$ cat config.mk
export PLATFORM = sky130hd
export DESIGN_NAME = pc_fetch_sequencer
export DESIGN_NICKNAME = d
export VERILOG_FILES = /design/src/rtl/pc_fetch_sequencer.sv
export SDC_FILE = /design/constraint.sdc
export NUM_CORES = 1
export LEC_CHECK = 0
export ABC_CLOCK_PERIOD_IN_PS = 2350
export BUFFER_PORTS_ARGS = -buffer_cell sky130_fd_sc_hd__buf_2
export CORE_UTILIZATION = 51
export CTS_CLUSTER_SIZE = 12
export DETAILED_ROUTE_END_ITERATION = 10
export GPL_TIMING_DRIVEN = 1
export PLACE_DENSITY = 0.81
export RECOVER_POWER = 25
export REMOVE_ABC_BUFFERS = 1
export SLEW_MARGIN = 20
export SYNTH_ARGS = -nofsm -noshare
export SYNTH_HDL_FRONTEND = slang
export SYNTH_SLANG_ARGS = --single-unit
$ cat constraint.sdc
create_clock -name i_clk -period 2.35 [get_ports i_clk]
set_clock_uncertainty 0.2 [all_clocks]
set_input_delay 0 -clock i_clk [delete_from_list [all_inputs] [get_ports i_clk]]
set_output_delay 0 -clock i_clk [all_outputs]
set_load 0.005 [all_outputs]
$ cat src/rtl/pc_fetch_sequencer.sv
// PC sequencer: BOOT/FETCH/EXEC/TRAP control for a single-cycle core with mepc/mcause trap state.
// Optional retired-instruction counter is enabled by defining PC_SEQ_INSTRET_EN.
module pc_fetch_sequencer #(
    parameter logic [31:0] RESET_VECTOR  = 32'h0000_0000,
    parameter logic [31:0] TRAP_VECTOR   = 32'h0000_0100,
    parameter int          FETCH_TIMEOUT = 16
) (
    input  logic        i_clk,
    input  logic        i_reset,
    output logic [31:0] o_pc,
    output logic        o_imem_req,
    input  logic        i_imem_ack,
    input  logic        i_imem_err,
    output logic        o_instr_valid,
    input  logic        i_br_taken,
    input  logic [31:0] i_br_target,
    input  logic        i_illegal,
    input  logic        i_mret,
    output logic        o_trap_taken,
    output logic [31:0] o_mepc,
    output logic [3:0]  o_mcause,
    output logic [31:0] o_instret
);

    localparam int TW = (FETCH_TIMEOUT > 1) ? $clog2(FETCH_TIMEOUT) : 1;
    localparam logic [TW-1:0] TMO_LAST = TW'((FETCH_TIMEOUT > 0) ? FETCH_TIMEOUT - 1 : 0);

    typedef enum logic [1:0] {BOOT, FETCH, EXEC, TRAP} state_e;

    state_e        state_q, state_d;
    // PCs are stored as word addresses so alignment holds by construction
    logic [29:0]   pc_q, pc_d, mepc_q, mepc_d;
    logic [1:0]    cause_q, cause_d;
    logic [3:0]    mcause_q, mcause_d;
    logic [TW-1:0] tmo_q, tmo_d;
    logic          req_q, req_d, vld_q, vld_d, trap_q, trap_d;
    logic          tmo_hit;

    assign tmo_hit = (FETCH_TIMEOUT != 0) && (tmo_q == TMO_LAST);

    always_comb begin
        state_d  = state_q;
        pc_d     = pc_q;
        mepc_d   = mepc_q;
        cause_d  = cause_q;
        mcause_d = mcause_q;
        tmo_d    = tmo_q;
        case (state_q)
            BOOT: state_d = FETCH;
            FETCH: begin
                tmo_d = tmo_q + TW'(1);
                // ack takes precedence over a timeout expiring in the same cycle
                if (i_imem_ack) begin
                    tmo_d = '0;
                    if (i_imem_err) begin
                        state_d = TRAP;
                        cause_d = 2'd1;
                    end else begin
                        state_d = EXEC;
                    end
                end else if (tmo_hit) begin
                    tmo_d   = '0;
                    state_d = TRAP;
                    cause_d = 2'd1;
                end
            end
            EXEC: begin
                state_d = FETCH;
                if (i_illegal) begin
                    state_d = TRAP;
                    cause_d = 2'd2;
                end else if (i_mret) begin
                    pc_d = mepc_q;
                end else if (i_br_taken && (i_br_target[1:0] != 2'b00)) begin
                    state_d = TRAP;
                    cause_d = 2'd0;
                end else if (i_br_taken) begin
                    pc_d = i_br_target[31:2];
                end else begin
                    pc_d = pc_q + 30'd1;
                end
            end
            TRAP: begin
                mepc_d   = pc_q;
                mcause_d = {2'b00, cause_q};
                pc_d     = TRAP_VECTOR[31:2];
                state_d  = FETCH;
            end
            default: state_d = BOOT;
        endcase
        req_d  = (state_d == FETCH);
        vld_d  = (state_d == EXEC);
        trap_d = (state_d == TRAP);
    end

    always_ff @(posedge i_clk or negedge i_reset) begin
        if (!i_reset) begin
            state_q  <= BOOT;
            pc_q     <= RESET_VECTOR[31:2];
            mepc_q   <= '0;
            cause_q  <= '0;
            mcause_q <= '0;
            tmo_q    <= '0;
            req_q    <= 1'b0;
            vld_q    <= 1'b0;
            trap_q   <= 1'b0;
        end else begin
            state_q  <= state_d;
            pc_q     <= pc_d;
            mepc_q   <= mepc_d;
            cause_q  <= cause_d;
            mcause_q <= mcause_d;
            tmo_q    <= tmo_d;
            req_q    <= req_d;
            vld_q    <= vld_d;
            trap_q   <= trap_d;
        end
    end

`ifdef PC_SEQ_INSTRET_EN
    logic [31:0] instret_q, instret_d;

    always_comb begin
        instret_d = instret_q;
        if (state_q == EXEC && state_d != TRAP) instret_d = instret_q + 32'd1;
    end

    always_ff @(posedge i_clk or negedge i_reset) begin
        if (!i_reset) instret_q <= '0;
        else          instret_q <= instret_d;
    end

    assign o_instret = instret_q;
`else
    assign o_instret = 32'h0;
`endif

    assign o_pc          = {pc_q, 2'b00};
    assign o_mepc        = {mepc_q, 2'b00};
    assign o_mcause      = mcause_q;
    assign o_imem_req    = req_q;
    assign o_instr_valid = vld_q;
    assign o_trap_taken  = trap_q;

endmodule

==> results.json <==
{
  "status": "complete, but fails checks",
  "failed_checks": "max-capacitance violations",
  "clock_power_share_pct": 32.1,
  "syn_area_per_cell_um2": 9.150,
  "grtUsageMet3_pct": 5.285,
  "drv_cap": 1,
  "worstMarginPinSlew_ns": 1.492,
  "antenna_found_initial": 0,
  "clkTransAtPathRegs_ns": 0.08,
  "netSwitchingPower_mw": 0.8203,
  "drtIter0Drc": 347,
  "fp-row-count": 33,
  "fp.dieH_um": 93.53,
  "period_share_pct": 93.76,
  "grt_use_total_pct": 28.35,
  "grt-ovfl-total": 0,
  "routed_wl_um": 12210,
  "gp_congestion": 0.8718,
  "grt_util_met2_pct": 45.10,
  "synth_top_cells_by_area": "dfrtp_1 43%, buf_4 6.9%, mux2_2 6.1%, o21ai_0 5.2%, nand2_1 3.6%",
  "slew_headroom_pct": 0.5148,
  "clkSinkCount": 73,
  "yosys-mux-area-fraction_pct": 6.530,
  "ys_seq_area_share_pct": 42.75,
  "fmax_mhz": 453.9,
  "root_buffer": "clkbuf_8",
  "portBuffers": 103,
  "drtAntennaViolNets": 0,
  "setup_slack_ns": 0.1466,
  "ys_async_sr_fraction_pct": 100.0,
  "p_int_mw": 1.995,
  "rsz0062_at_grt": "false",
  "p_seq_share_pct": 49.2,
  "dpl.hpwl_um": 8151,
  "io_pins": 142,
  "area_growth_pct": 28.87,
  "synth_compound_area_share_pct": 22.90,
  "cp.arrival_ns": 2.28,
  "postLayoutCoreUtil_pct": 67.36,
  "required_ns": 2.43,
  "cts_buffers": 9,
  "synthXorXnorAreaFrac_pct": 1.025,
  "netlist.area_leader.share_pct": 42.75,
  "endpoint_kind": "flip-flop",
  "synth-adder-area-share_pct": 0.5857,
  "hold_viol_final": 0,
  "ys.warnings.count": 0,
  "nNetsFinal": 665,
  "dpl_worst_slack_ns": 0.05735,
  "fin_crit_ns": 2.203,
  "synth_top_family_by_area": "compound AO/OA/AOI/OAI gates",
  "synth_edf_count": 0,
  "grt_pass1_vias": 3975,
  "viasPerCell": 5.831,
  "die-area_mm2": 0.008748,
  "core_area_mm2": 0.008175,
  "fill_cells": 668,
  "clk_latency_ns": 0.36,
  "vdd_drop_max_mv": 0.2692,
  "synthCells": 467,
  "grt_busiest_layer": "met2",
  "synth_simple_gate_area_share_pct": 15.31,
  "synth_cell_types": 60,
  "grt_pass1_wl_um": 18980,
  "grt.met1_usage_pct": 37.22,
  "cts_tree": "built",
  "start_util_pct": 52.27,
  "first_pass_iters": 5,
  "p_comb_share_pct": 18.7,
  "diodes": 0,
  "start_kind": "flip-flop",
  "synth_largest_area_cell": "dfrtp_1",
  "synthFlopType": "dfrtp_1",
  "grt_start_max_net_pins": 30,
  "drv_slew": 0,
  "cts_setup_buffers": 0,
  "clockBufferDepth": 2,
  "die_w_um": 93.53,
  "power_density_mw_per_mm2": 511.3,
  "critical_path.max_fanout": 15,
  "drive_above_1_share_pct": 30.05,
  "crit_type": "flip-flop to flip-flop",
  "hold_class": "input port to flip-flop",
  "synth_seq_cells": 73,
  "setup-violations-final": 0,
  "synth.cell_area_mm2": 0.004273,
  "via_count": 4280,
  "p_leak_nw": 2.611,
  "wl_per_cell_um": 16.63,
  "cts-htree-levels": 3,
  "drc": 0,
  "sw_frac_of_total_pct": 29.14
}
==> placed cells by master (no fill, tap or decap), types with 3 or more instances in the layout <==
| cell type | count |
|---|---|
| a311oi_1 | 3 |
| mux2_2 | 23 |
| clkbuf_8 | 11 |
| xnor2_1 | 4 |
| clkinv_2 | 3 |
| a22oi_1 | 7 |
| a21o_1 | 5 |
| o211ai_1 | 5 |
| clkbuf_1 | 4 |
| buf_2 | 102 |
| a31oi_1 | 5 |
| buf_4 | 29 |
| nand4_1 | 3 |
| o22ai_1 | 14 |
| nand3_1 | 10 |
| or2_2 | 4 |
| inv_1 | 12 |
| o31ai_1 | 11 |
| a22o_1 | 9 |
| conb_1 | 38 |
| dlygate4sd3_1 | 43 |
| nand2b_1 | 6 |
| o21ai_0 | 43 |
| nand2_1 | 41 |
| o2bb2ai_1 | 6 |
| nor3_1 | 11 |
| a21oi_1 | 15 |
| o221ai_1 | 5 |
| dfrtp_1 | 68 |
| and4_1 | 4 |
| dfrtp_2 | 5 |
| nor2_1 | 36 |
==> per-stage QoR <==
stage          TNS, ns  total power [mW]  instances  hold WS [ns]  instance area [um2]
2_1_floorplan  -0.4326             1.635        436       -0.4956                 3999
6_report             0             2.815        734       0.05454                 5507
3_3_place_gp         0             1.850        675       -0.2518                 4878
5_1_grt              0             2.949        734       0.06972                 5507
3_5_place_dp         0             1.868        675       -0.2429                 4878
4_1_cts              0             2.819        734       0.03783                 5483
==> Yosys cell counts (3+ instances only) <==
cell type,instances
a22o_1,9
inv_1,12
and4_1,4
nand2_1,41
nand2b_1,6
nor2b_1,3
a21o_1,5
o2bb2ai_1,6
clkbuf_1,23
o211ai_1,5
nand4_1,3
a21oi_1,15
nor3b_1,3
a31oi_1,5
a311oi_1,3
xnor2_1,4
nor3_1,12
a22oi_1,7
o22ai_1,14
o221ai_1,5
o21ai_0,44
buf_4,39
o31ai_1,11
dfrtp_1,73
mux2_2,23
nor2_1,36
nand3_1,10
or2_2,4
==> path summary, 6_finish.rpt <==
path	from	end	slack, ns	depth (start not counted)
hold / removal	i_br_target[0]	pc_q[6]	0.05	5
setup / recovery	state_q[0]	pc_q[5]	0.15	6
hold reg to reg	tmo_q[3]	tmo_q[3]	0.30	1
max in group asynchronous	i_reset	pc_q[11]	0.47	3
min in group asynchronous	i_reset	cause_q[0]	0.33	3
setup reg to reg	state_q[0]	pc_q[5]	0.15	6
==> power groups by stage <==
| stage | Combinational, mW | Clock, mW | Sequential [mW] |
|---|---|---|---|
| detailed placement | 0.462 | 0 | 1.41 |
| global route | 0.581 | 0.973 | 1.40 |
| floorplan | 0.231 | 0 | 1.40 |
| finish | 0.527 | 0.902 | 1.39 |
| global placement | 0.450 | 0 | 1.40 |
| CTS | 0.519 | 0.919 | 1.38 |
==> state kept, by name, summed over array words and instances (netlist names) <==
register / count
cause_q: 2
mepc_q: 30
o_imem_req: 1
o_instr_valid: 1
o_mcause: 2
o_trap_taken: 1
pc_q: 30
state_q: 2
tmo_q: 4
==> layer usage <==
layer	share of wire, %	up-vias
li1	-	1941
met1	41	2078
met2	48	229
met3	7.6	32
met4	2.8	0
met5	0	-
==> kinds of logic after synthesis <==
kind of cell	Yosys count
AOI/OAI and AO/OA	146
xor gates and xnor gates	5
adders and majority gates	2
buffers and inverters	81
DFF	73
muxes	25
other	1
and+or+nand+nor	134
==> critical path: stages, from the launching register on <==
cell and delay [ns]:
dfrtp_2 0.49, nor3b_2 0.22, a21boi_1 0.17, buf_4 0.23, o2111ai_1 0.13, dlygate4sd3_1 0.60, o211ai_1 0.09
==> area by class of cell <==
| type | count | area (um2) | area share (%) |
|---|---|---|---|
| Clock buffer | 13 | 158.9 | 2.886 |
| Clock inverter | 3 | 15.01 | 0.2727 |
| Inverter | 13 | 48.80 | 0.8862 |
| Multi-Input combinational cell | 350 | 2148 | 39.01 |
| Sequential cell | 73 | 1833 | 33.29 |
| Tap cell | 105 | 131.4 | 2.386 |
| Timing Repair Buffer | 177 | 1171 | 21.27 |
==> repair_timing <==
action                                 CTS  global route
resized for setup                        0            11
setup endpoints to repair                0            11
endpoints found under the hold margin  114             0
hold buffers                            43             0
Note: power is estimated with default switching activity, not from simulation.
